--- src/rtl/pc_seq_if.sv ---
// Sequencing bus between the control decoder (master) and pc_sequencer (slave).
interface pc_seq_if #(
   parameter int ADDR_W      = 10,
   parameter int OFFSET_W    = 8,
   parameter int STACK_DEPTH = 4
);
   localparam int PAGE_W  = ADDR_W - OFFSET_W;
   localparam int DEPTH_W = $clog2(STACK_DEPTH + 1);

   logic                restart;
   logic [ADDR_W-1:0]   start_address;
   logic [2:0]          op;
   logic                cond;
   logic [OFFSET_W-1:0] offset;
   logic [PAGE_W-1:0]   page;
   logic [ADDR_W-1:0]   target;
   logic [ADDR_W-1:0]   pc;
   logic [DEPTH_W-1:0]  depth;
   logic                stk_full;
   logic                stk_empty;
   logic                err;

   modport master (
      output restart, start_address, op, cond, offset, page, target,
      input  pc, depth, stk_full, stk_empty, err
   );

   modport slave (
      input  restart, start_address, op, cond, offset, page, target,
      output pc, depth, stk_full, stk_empty, err
   );
endinterface

--- src/rtl/pc_sequencer.sv ---
// Program-counter sequencer with a circular hardware return-address stack.
// Define PCSEQ_STACK_GUARD_EN to halt with a sticky err on stack overflow/underflow.
module pc_sequencer #(
   parameter int ADDR_W      = 10,
   parameter int OFFSET_W    = 8,
   parameter int STACK_DEPTH = 4,
   parameter int RESET_ADDR  = 0
) (
   input logic     clk,
   input logic     start_n,
   pc_seq_if.slave bus
);
   localparam int PAGE_W  = ADDR_W - OFFSET_W;
   localparam int DEPTH_W = $clog2(STACK_DEPTH + 1);
   localparam int PTR_W   = (STACK_DEPTH > 1) ? $clog2(STACK_DEPTH) : 1;

   localparam logic [2:0] OP_HOLD = 3'd1;
   localparam logic [2:0] OP_BR   = 3'd2;
   localparam logic [2:0] OP_JMP  = 3'd3;
   localparam logic [2:0] OP_PAGE = 3'd4;
   localparam logic [2:0] OP_CALL = 3'd5;
   localparam logic [2:0] OP_RET  = 3'd6;

   // ST_SYNC absorbs the first edge after start_n release
   typedef enum logic [1:0] {ST_SYNC, ST_RUN, ST_HALT} state_t;

   state_t             state_q, state_d;
   logic [ADDR_W-1:0]  pc_q, pc_d, npc;
   logic [DEPTH_W-1:0] depth_q, depth_d;
   logic [PTR_W-1:0]   top_q, top_d;
   logic               full_q, empty_q;
   logic               at_full, at_empty, push;
   logic [ADDR_W-1:0]  stack_mem [STACK_DEPTH];

   function automatic logic signed [ADDR_W-1:0] sext_offset(input logic [OFFSET_W-1:0] o);
      return {{PAGE_W{o[OFFSET_W-1]}}, o};
   endfunction

   function automatic logic [PTR_W-1:0] ptr_inc(input logic [PTR_W-1:0] p);
      return (p == PTR_W'(STACK_DEPTH - 1)) ? '0 : p + PTR_W'(1);
   endfunction

   function automatic logic [PTR_W-1:0] ptr_dec(input logic [PTR_W-1:0] p);
      return (p == '0) ? PTR_W'(STACK_DEPTH - 1) : p - PTR_W'(1);
   endfunction

   assign at_full  = (depth_q == DEPTH_W'(STACK_DEPTH));
   assign at_empty = (depth_q == '0);

   always_comb begin
      state_d = state_q;
      pc_d    = pc_q;
      depth_d = depth_q;
      top_d   = top_q;
      push    = 1'b0;
      npc     = pc_q + ADDR_W'(1);
      if (state_q == ST_SYNC) begin
         state_d = ST_RUN;
      end else if (bus.restart) begin
         state_d = ST_RUN;
         pc_d    = bus.start_address;
         depth_d = '0;
         top_d   = '0;
      end else if (state_q == ST_RUN) begin
         case (bus.op)
            OP_HOLD: pc_d = pc_q;
            OP_BR:   pc_d = bus.cond ? pc_q + $unsigned(sext_offset(bus.offset)) : npc;
            OP_JMP:  pc_d = bus.cond ? bus.target : npc;
            OP_PAGE: pc_d = {bus.page, bus.offset};
            OP_CALL: begin
`ifdef PCSEQ_STACK_GUARD_EN
               if (at_full) begin
                  state_d = ST_HALT;
               end else begin
                  push    = 1'b1;
                  pc_d    = bus.target;
                  top_d   = ptr_inc(top_q);
                  depth_d = depth_q + DEPTH_W'(1);
               end
`else
               // when full, the write lands on the oldest slot
               push  = 1'b1;
               pc_d  = bus.target;
               top_d = ptr_inc(top_q);
               if (!at_full) depth_d = depth_q + DEPTH_W'(1);
`endif
            end
            OP_RET: begin
               if (at_empty) begin
`ifdef PCSEQ_STACK_GUARD_EN
                  state_d = ST_HALT;
`else
                  pc_d = npc;
`endif
               end else begin
                  pc_d    = stack_mem[ptr_dec(top_q)];
                  top_d   = ptr_dec(top_q);
                  depth_d = depth_q - DEPTH_W'(1);
               end
            end
            default: pc_d = npc;
         endcase
      end
   end

   always_ff @(posedge clk or negedge start_n) begin
      if (!start_n) begin
         state_q <= ST_SYNC;
         pc_q    <= ADDR_W'(RESET_ADDR);
         depth_q <= '0;
         top_q   <= '0;
         full_q  <= 1'b0;
         empty_q <= 1'b1;
      end else begin
         state_q <= state_d;
         pc_q    <= pc_d;
         depth_q <= depth_d;
         top_q   <= top_d;
         full_q  <= (depth_d == DEPTH_W'(STACK_DEPTH));
         empty_q <= (depth_d == '0);
      end
   end

   always_ff @(posedge clk) begin
      if (push) stack_mem[top_q] <= npc;
   end

   assign bus.pc        = pc_q;
   assign bus.depth     = depth_q;
   assign bus.stk_full  = full_q;
   assign bus.stk_empty = empty_q;
`ifdef PCSEQ_STACK_GUARD_EN
   assign bus.err = (state_q == ST_HALT);
`else
   assign bus.err = 1'b0;
`endif
endmodule

--- src/flat_wrapper.sv ---
// flat-port wrapper written by rule: the top's interface ports become plain ports
module pc_sequencer_flat 
#(
   parameter int ADDR_W      = 10,
   parameter int OFFSET_W    = 8,
   parameter int STACK_DEPTH = 4,
   parameter int RESET_ADDR  = 0
)
  (clk, start_n, bus_restart, bus_start_address, bus_op, bus_cond, bus_offset, bus_page, bus_target, bus_pc, bus_depth, bus_stk_full, bus_stk_empty, bus_err);
  pc_seq_if #(.ADDR_W(ADDR_W), .OFFSET_W(OFFSET_W), .STACK_DEPTH(STACK_DEPTH)) bus_i ();
  input logic clk;
  input logic start_n;
  input wire logic [$bits(bus_i.restart)-1:0] bus_restart;
  input wire logic [$bits(bus_i.start_address)-1:0] bus_start_address;
  input wire logic [$bits(bus_i.op)-1:0] bus_op;
  input wire logic [$bits(bus_i.cond)-1:0] bus_cond;
  input wire logic [$bits(bus_i.offset)-1:0] bus_offset;
  input wire logic [$bits(bus_i.page)-1:0] bus_page;
  input wire logic [$bits(bus_i.target)-1:0] bus_target;
  output wire logic [$bits(bus_i.pc)-1:0] bus_pc;
  output wire logic [$bits(bus_i.depth)-1:0] bus_depth;
  output wire logic [$bits(bus_i.stk_full)-1:0] bus_stk_full;
  output wire logic [$bits(bus_i.stk_empty)-1:0] bus_stk_empty;
  output wire logic [$bits(bus_i.err)-1:0] bus_err;
  assign bus_i.restart = bus_restart;
  assign bus_i.start_address = bus_start_address;
  assign bus_i.op = bus_op;
  assign bus_i.cond = bus_cond;
  assign bus_i.offset = bus_offset;
  assign bus_i.page = bus_page;
  assign bus_i.target = bus_target;
  assign bus_pc = bus_i.pc;
  assign bus_depth = bus_i.depth;
  assign bus_stk_full = bus_i.stk_full;
  assign bus_stk_empty = bus_i.stk_empty;
  assign bus_err = bus_i.err;
  pc_sequencer #(.ADDR_W(ADDR_W), .OFFSET_W(OFFSET_W), .STACK_DEPTH(STACK_DEPTH), .RESET_ADDR(RESET_ADDR)) u_core (.clk(clk), .start_n(start_n), .bus(bus_i));
endmodule
--- config.mk ---
export PLATFORM = sky130hd
export DESIGN_NAME = pc_sequencer_flat
export DESIGN_NICKNAME = d
export VERILOG_FILES = /design/src/rtl/pc_seq_if.sv /design/src/rtl/pc_sequencer.sv /design/src/flat_wrapper.sv
export SDC_FILE = /design/constraint.sdc
export NUM_CORES = 1
export LEC_CHECK = 0
export CORE_MARGIN = 3
export CORE_UTILIZATION = 55
export DETAILED_ROUTE_END_ITERATION = 6
export GPL_TIMING_DRIVEN = 0
export PLACE_DENSITY = 0.91
export REMOVE_ABC_BUFFERS = 1
export SYNTH_ARGS = -nofsm -noshare
export SYNTH_HDL_FRONTEND = slang
export SYNTH_SLANG_ARGS = --single-unit
--- constraint.sdc ---
create_clock -name clk -period 5.5 [get_ports clk]
set_input_delay 1.1 -clock clk [delete_from_list [all_inputs] [get_ports clk]]
set_output_delay 1.1 -clock clk [all_outputs]
set_load 0.01 [all_outputs]
# == Word level (Yosys, flattened, before mapping) ==
# Memory sizes are Yosys's and may differ from the RTL's.
# Index checks and enable logic that the tools add are counted.
# totals
output_inout_bits,16
in_bits,37
memories,1
regBits,19
wordCells,61
mem_bits_rw,40
# op_classes
n_bitwise,1
add_sub_neg,6
mux,26
n_reduce_logical,9
n_eq_ne,12
# memory_table
memory,depth,word_bits,read_ports,rd_ports_with_merged_regs,wr,line_no,source
u_core.stack_mem,4,10,1,0,1,pc_sequencer.sv:33,logic [ADDR_W-1:0] stack_mem [STACK_DEPTH];
# op_table
op,n
$pmux 10 s6,1
$mux 10,5
$eq 3x3->1 const B,5
$mux 3,5
$mux 2,7
$add 10x1->10 const B,1
$add 10x10->10,1
$eq 3x2->1 const B,2
$logic_not 3->1,2
$mux 1,6
$pmux 3 s2,1
$logic_not 2->1,2
$pmux 2 s2,1
$reduce_and 4->1,1
$reduce_bool 2->1,2
$add 3x1->3 const B,1
$eq 3x1->1 const B,1
$ne 3x3->1 const B,1
$reduce_and 3->1,1
$reduce_bool 3->1,1
$sub 3x1->3 const B,1
$add 2x1->2 const B,1
$eq 2x1->1 const B,1
$eq 2x2->1 const B,1
other kinds (3),3

# == Depth between registers and ports, before layout ==
# logic_depth
depth_word,7
mapped_depth,9
depth_no_buf,9

# == Least setup slack after synthesis ==
# OpenSTA, ideal clock, no wires.
# synth_timing
kind,input-to-reg
startpoint,in bus_offset[1]
endpoint,"reg u_core.pc_q[7], in the netlist u_core.bus.pc[7]"
cell_stages,7
t_required_ps,5378
setup_time_ps,122
n_path_buf,0
slack_ps,2837
arrival_ps,2541
path_cell_list,ha_1 a211o_1 a221oi_1 o21ai_0 xor2_1 a21oi_1 o21ai_1
# synth_via
elab_chain_len,5
# synth_lines
item,line_no,source
"start, declared",flat_wrapper.sv:17,input wire logic [$bits(bus_i.offset)-1:0] bus_offset;
$add 10x10->10,pc_sequencer.sv:67,OP_BR: pc_d = bus.cond ? pc_q + $unsigned(sext_offset(bus.offset)) : npc;
$mux 10,pc_sequencer.sv:67,
$pmux 10 s6,pc_sequencer.sv:65,case (bus.op)
$mux 10,pc_sequencer.sv:64,end else if (state_q == ST_RUN) begin
$mux 10,pc_sequencer.sv:59,end else if (bus.restart) begin
"end signal, assigned",pc_sequencer.sv:109,pc_q <= ADDR_W'(RESET_ADDR);
"end signal, assigned",pc_sequencer.sv:116,pc_q <= pc_d;
"end, declared",pc_sequencer.sv:28,"logic [ADDR_W-1:0] pc_q, pc_d, npc;"
# Every way passes these cells. The select of a mux whose other input is x is not followed.
# A chain may end at the register's enable or synchronous reset.

# == Final worst setup path ==
# layout_timing
startpoint,in bus_restart
endpoint,"reg u_core.pc_q[1], in the netlist u_core.bus.pc[1]"
# layout_via
elab_chain_len,2
elab_cells_between_ends,4
classes_between,1 x eq/ne; 1 x mux; 2 x reduce/logical
# layout_lines
item,line_no,source
"start, declared",flat_wrapper.sv:13,input wire logic [$bits(bus_i.restart)-1:0] bus_restart;
$ne 2x2->1 (no source line) or $reduce_bool 2->1 (tied branches),n/a,
$reduce_and 3->1 (no source line),n/a,
# Parallel ways exist; a longest one is shown, timed or not.

==> impl_metrics.yaml <==
status:
  status: "completed"
place:
  globalplace.congestion: 0.8798
  dpl_cell_area_mm2: 0.003976
  hpwlAfterDp_um: 6438
  portBuffers: 51
layout:
  area_growth_syn_to_layout_pct: 20.43
  final_cell_area_mm2: 0.004138
  nets: 409
  antenna-diode-count: 0
  nFillCells: 447
  utilization_pct: 69.07
  drive_gt1_share_pct: 8.078
worst_setup_path:
  arrival_ns: 3.96
  cp_data_required_time_ns: 5.76
  crit_path_max_fanout: 16
  rr_worst_depth: 6
  end_kind: "flop"
  rr_startpoint: "u_core.top_q[0]"
  cp-startpoint: "bus_restart"
  slowest_stage: "a31oi_1"
  path_class: "input port to flop"
  endpoint: "u_core.bus.pc[1]"
  cp_cell_sequence: "clkdlybuf4s50_1, inv_1, a31oi_1, o21ai_0, a21o_1, o21ai_0"
  critPathTopFamily: "compound AO/OA/AOI/OAI gates"
  crit_path_frequent_cell: "o21ai_0"
  r2r_slack_ns: 2.87
  slowest_delay_ns: 0.93
  path_depth: 6
  start_kind: "input port"
  critPathBufInv: 2
  rr_endpoint: "u_core.bus.pc[0]"
power_and_ir_drop:
  p_leak_nw: 1.527
  clockPowerShare_pct: 24.6
  swShare_pct: 33.38
  pwr-share-comb_pct: 33.1
  netSwitchingPower_w: 0.0004429
  p_int_w: 0.0008838
  seqPwrFrac_pct: 42.2
  vdd_ir_drop_max_mv: 0.2468
  power.density_mw_per_mm2: 320.6
grt:
  grt_pass1_wl_um: 14360
  grt_max_degree: 19
  grt_pass1_vias: 2919
  grtUsageTotal_pct: 26.05
  antenna_found_initial: 0
  overflow: 0
sta:
  clock.fmax_mhz: 270.3
  finClkSkew_ns: 0.009202
  final-max-slew-violation-count: 0
  setup_viol: 0
  grt_setup_unrepaired: "no"
  slew_headroom_pct: 21.06
  min_period_over_period_pct: 67.27
  tns_ns: 0
  worst_pin_slew_ns: 1.179
  min_period_ns: 3.700
  finalHoldViolCount: 0
worst_hold_path:
  worst_hold_path_type: "flop to flop"
synth:
  muxShareOfSynthArea_pct: 6.846
  synth_common_cells: "edfxtp_1, o21ai_0, nand2_1, dfrtp_1, ha_1"
  synth_compound_area_share_pct: 18.32
  synth-xor-area-share_pct: 3.824
  avgSynthCellArea_um2: 11.30
  yosys.area_share.simple_pct: 12.64
  synth_top_area_share_pct: 34.96
  synth_top_family_by_area: "compound AO/OA/AOI/OAI gates"
  synthCells: 304
  yosys_warnings: 0
  yosysMostFrequentCell: "edfxtp_1"
  async_reset_ff_share_pct: 31.03
  yosysTopAreaCell: "edfxtp_1"
  synth_area_mm2: 0.003436
  synth_adder_area_share_pct: 6.773
  synth_area_leaders: "edfxtp_1, dfrtp_1, mux4_2"
  synth_seq_area_share_pct: 48.11
  yosysUniqueCellTypes: 57
  ys_seq_elements: 58
  yosys_most_used_dff: "edfxtp_1"
  synth_edf_count: 40
drt:
  drcViolationCount: 0
  firstDrtPassIters: 7
  vias: 2855
  wl_per_cell_um: 20.99
  routed_wl_um: 9111
  drt-initial-drc-count: 220
  vias_per_cell: 6.578
  ant_nets: 0
cts:
  worstSkewPairLatency_ns: 0.35
  cts_resized: 0
  root_buffer: "clkbuf_8"
  clkSlewWorstSetupHoldPaths_ns: 0.07
  hold_buffers: 0
  cts_sinks: 58
  cts_setup_buffers: 0
  h-tree-depth: 3
  cts_tree: "built"
  cts_buffers: 9
  clock_path_buffers: 2
run:
  maxCapViolCount: 0
floorplanning:
  core_area_mm2: 0.005991
  ioPinCount: 53
  die_y_um: 85.04
  initial_core_util_pct: 57.35
  die_w_um: 85.04
  dieArea_mm2: 0.007231
  rows: 28
==> kinds of logic (layout without fill, tap and decap cells) <==
kind of cell | Yosys count | count (layout)
AOI/OAI and AO/OA | 93 | 93
DFF | 58 | 58
buffers and inverters | 25 | 80
muxes | 11 | 11
adders and majority gates | 18 | 18
and+or+nand+nor | 82 | 82
xor gates and xnor gates | 15 | 15
other | 2 | 2
==> sequential cells by signal (all words and copies together) (netlist names) <==
register              count
u_core.bus.stk_empty      1
u_core.bus.depth          3
u_core.bus.stk_full       1
u_core.top_q              2
u_core.state_q            1
u_core.stack_mem         40
u_core.bus.pc            10
==> worst register-to-register path: cells and delay by family (launching register included) <==
kind / cells / cell delay [ns]
AOI/OAI and AO/OA: 3 / 0.58
adders and majority gates: 1 / 0.77
buffers and inverters: 1 / 0.11
DFF: 1 / 0.41
muxes: 1 / 0.60
==> final cells by class <==
| cell class | instances | area (um2) | area share (%) |
|---|---|---|---|
| multi-input cells | 221 | 1670 | 40.37 |
| repair buffers | 51 | 510.5 | 12.34 |
| well taps | 75 | 93.84 | 2.268 |
| inverters | 13 | 48.80 | 1.179 |
| flip-flops and latches | 58 | 1653 | 39.95 |
| clock buffers | 10 | 127.6 | 3.084 |
| clock inverters | 6 | 33.78 | 0.8164 |
==> power groups by stage <==
| stage | combinational, W | clock, W | sequential [W] |
|---|---|---|---|
| floorplan | 0.000261 | 0 | 0.000568 |
| global placement | 0.000415 | 0 | 0.000564 |
| detailed placement | 0.000433 | 0 | 0.000566 |
| CTS | 0.000437 | 0.000333 | 0.000558 |
| global route | 0.000476 | 0.000352 | 0.000564 |
| finish | 0.000440 | 0.000327 | 0.000560 |
==> worst min-delay path by stage <==
stage	startpoint	to	slack (ns)	cells after the start
floorplan	u_core.top_q[1]	u_core.top_q[1]	0.52	1
global route	u_core.top_q[1]	u_core.top_q[1]	0.61	1
detailed placement	u_core.top_q[1]	u_core.top_q[1]	0.58	1
CTS	u_core.top_q[1]	u_core.top_q[1]	0.59	1
finish	u_core.top_q[1]	u_core.top_q[1]	0.60	1
global placement	u_core.top_q[1]	u_core.top_q[1]	0.55	1
==> per-layer routing <==
metal	GRT usage (%)	share of wire [%]	up-vias
met5	0	0	-
li1	-	-	1271
met4	11.51	3.8	0
met3	7.379	8.5	41
met1	32.63	39	1364
met2	42.16	48	179
==> stage by stage <==
stage	hold slack [ns]	total power (W)	cells	setup WS, ns
floorplan	0.5161	0.0008282	292	2.837
global placement	0.5513	0.0009785	418	1.780
detailed placement	0.5759	0.0009995	418	1.670
CTS	0.5916	0.001328	434	2.048
global route	0.6106	0.001392	434	1.761
finish	0.6037	0.001327	434	1.800
==> placed cells by master (no fill, tap or decap), drive strengths merged, types with 4 or more instances in the layout <==
cell	instances
a21oi	14
clkdlybuf4s50	51
inv	13
dfrtp	17
a21boi	4
o22ai	4
clkinv	4
nand3	5
o21ai	25
and2	4
a221o	4
xnor2	10
clkbuf	10
nor2	14
a31oi	7
a221oi	10
mux4	10
and3	4
nand2	22
edfxtp	40
a21o	4
nand2b	5
or3	5
xor2	5
ha	17
nor3	6
o21a	4
Note: power is estimated with default switching activity, not from simulation.
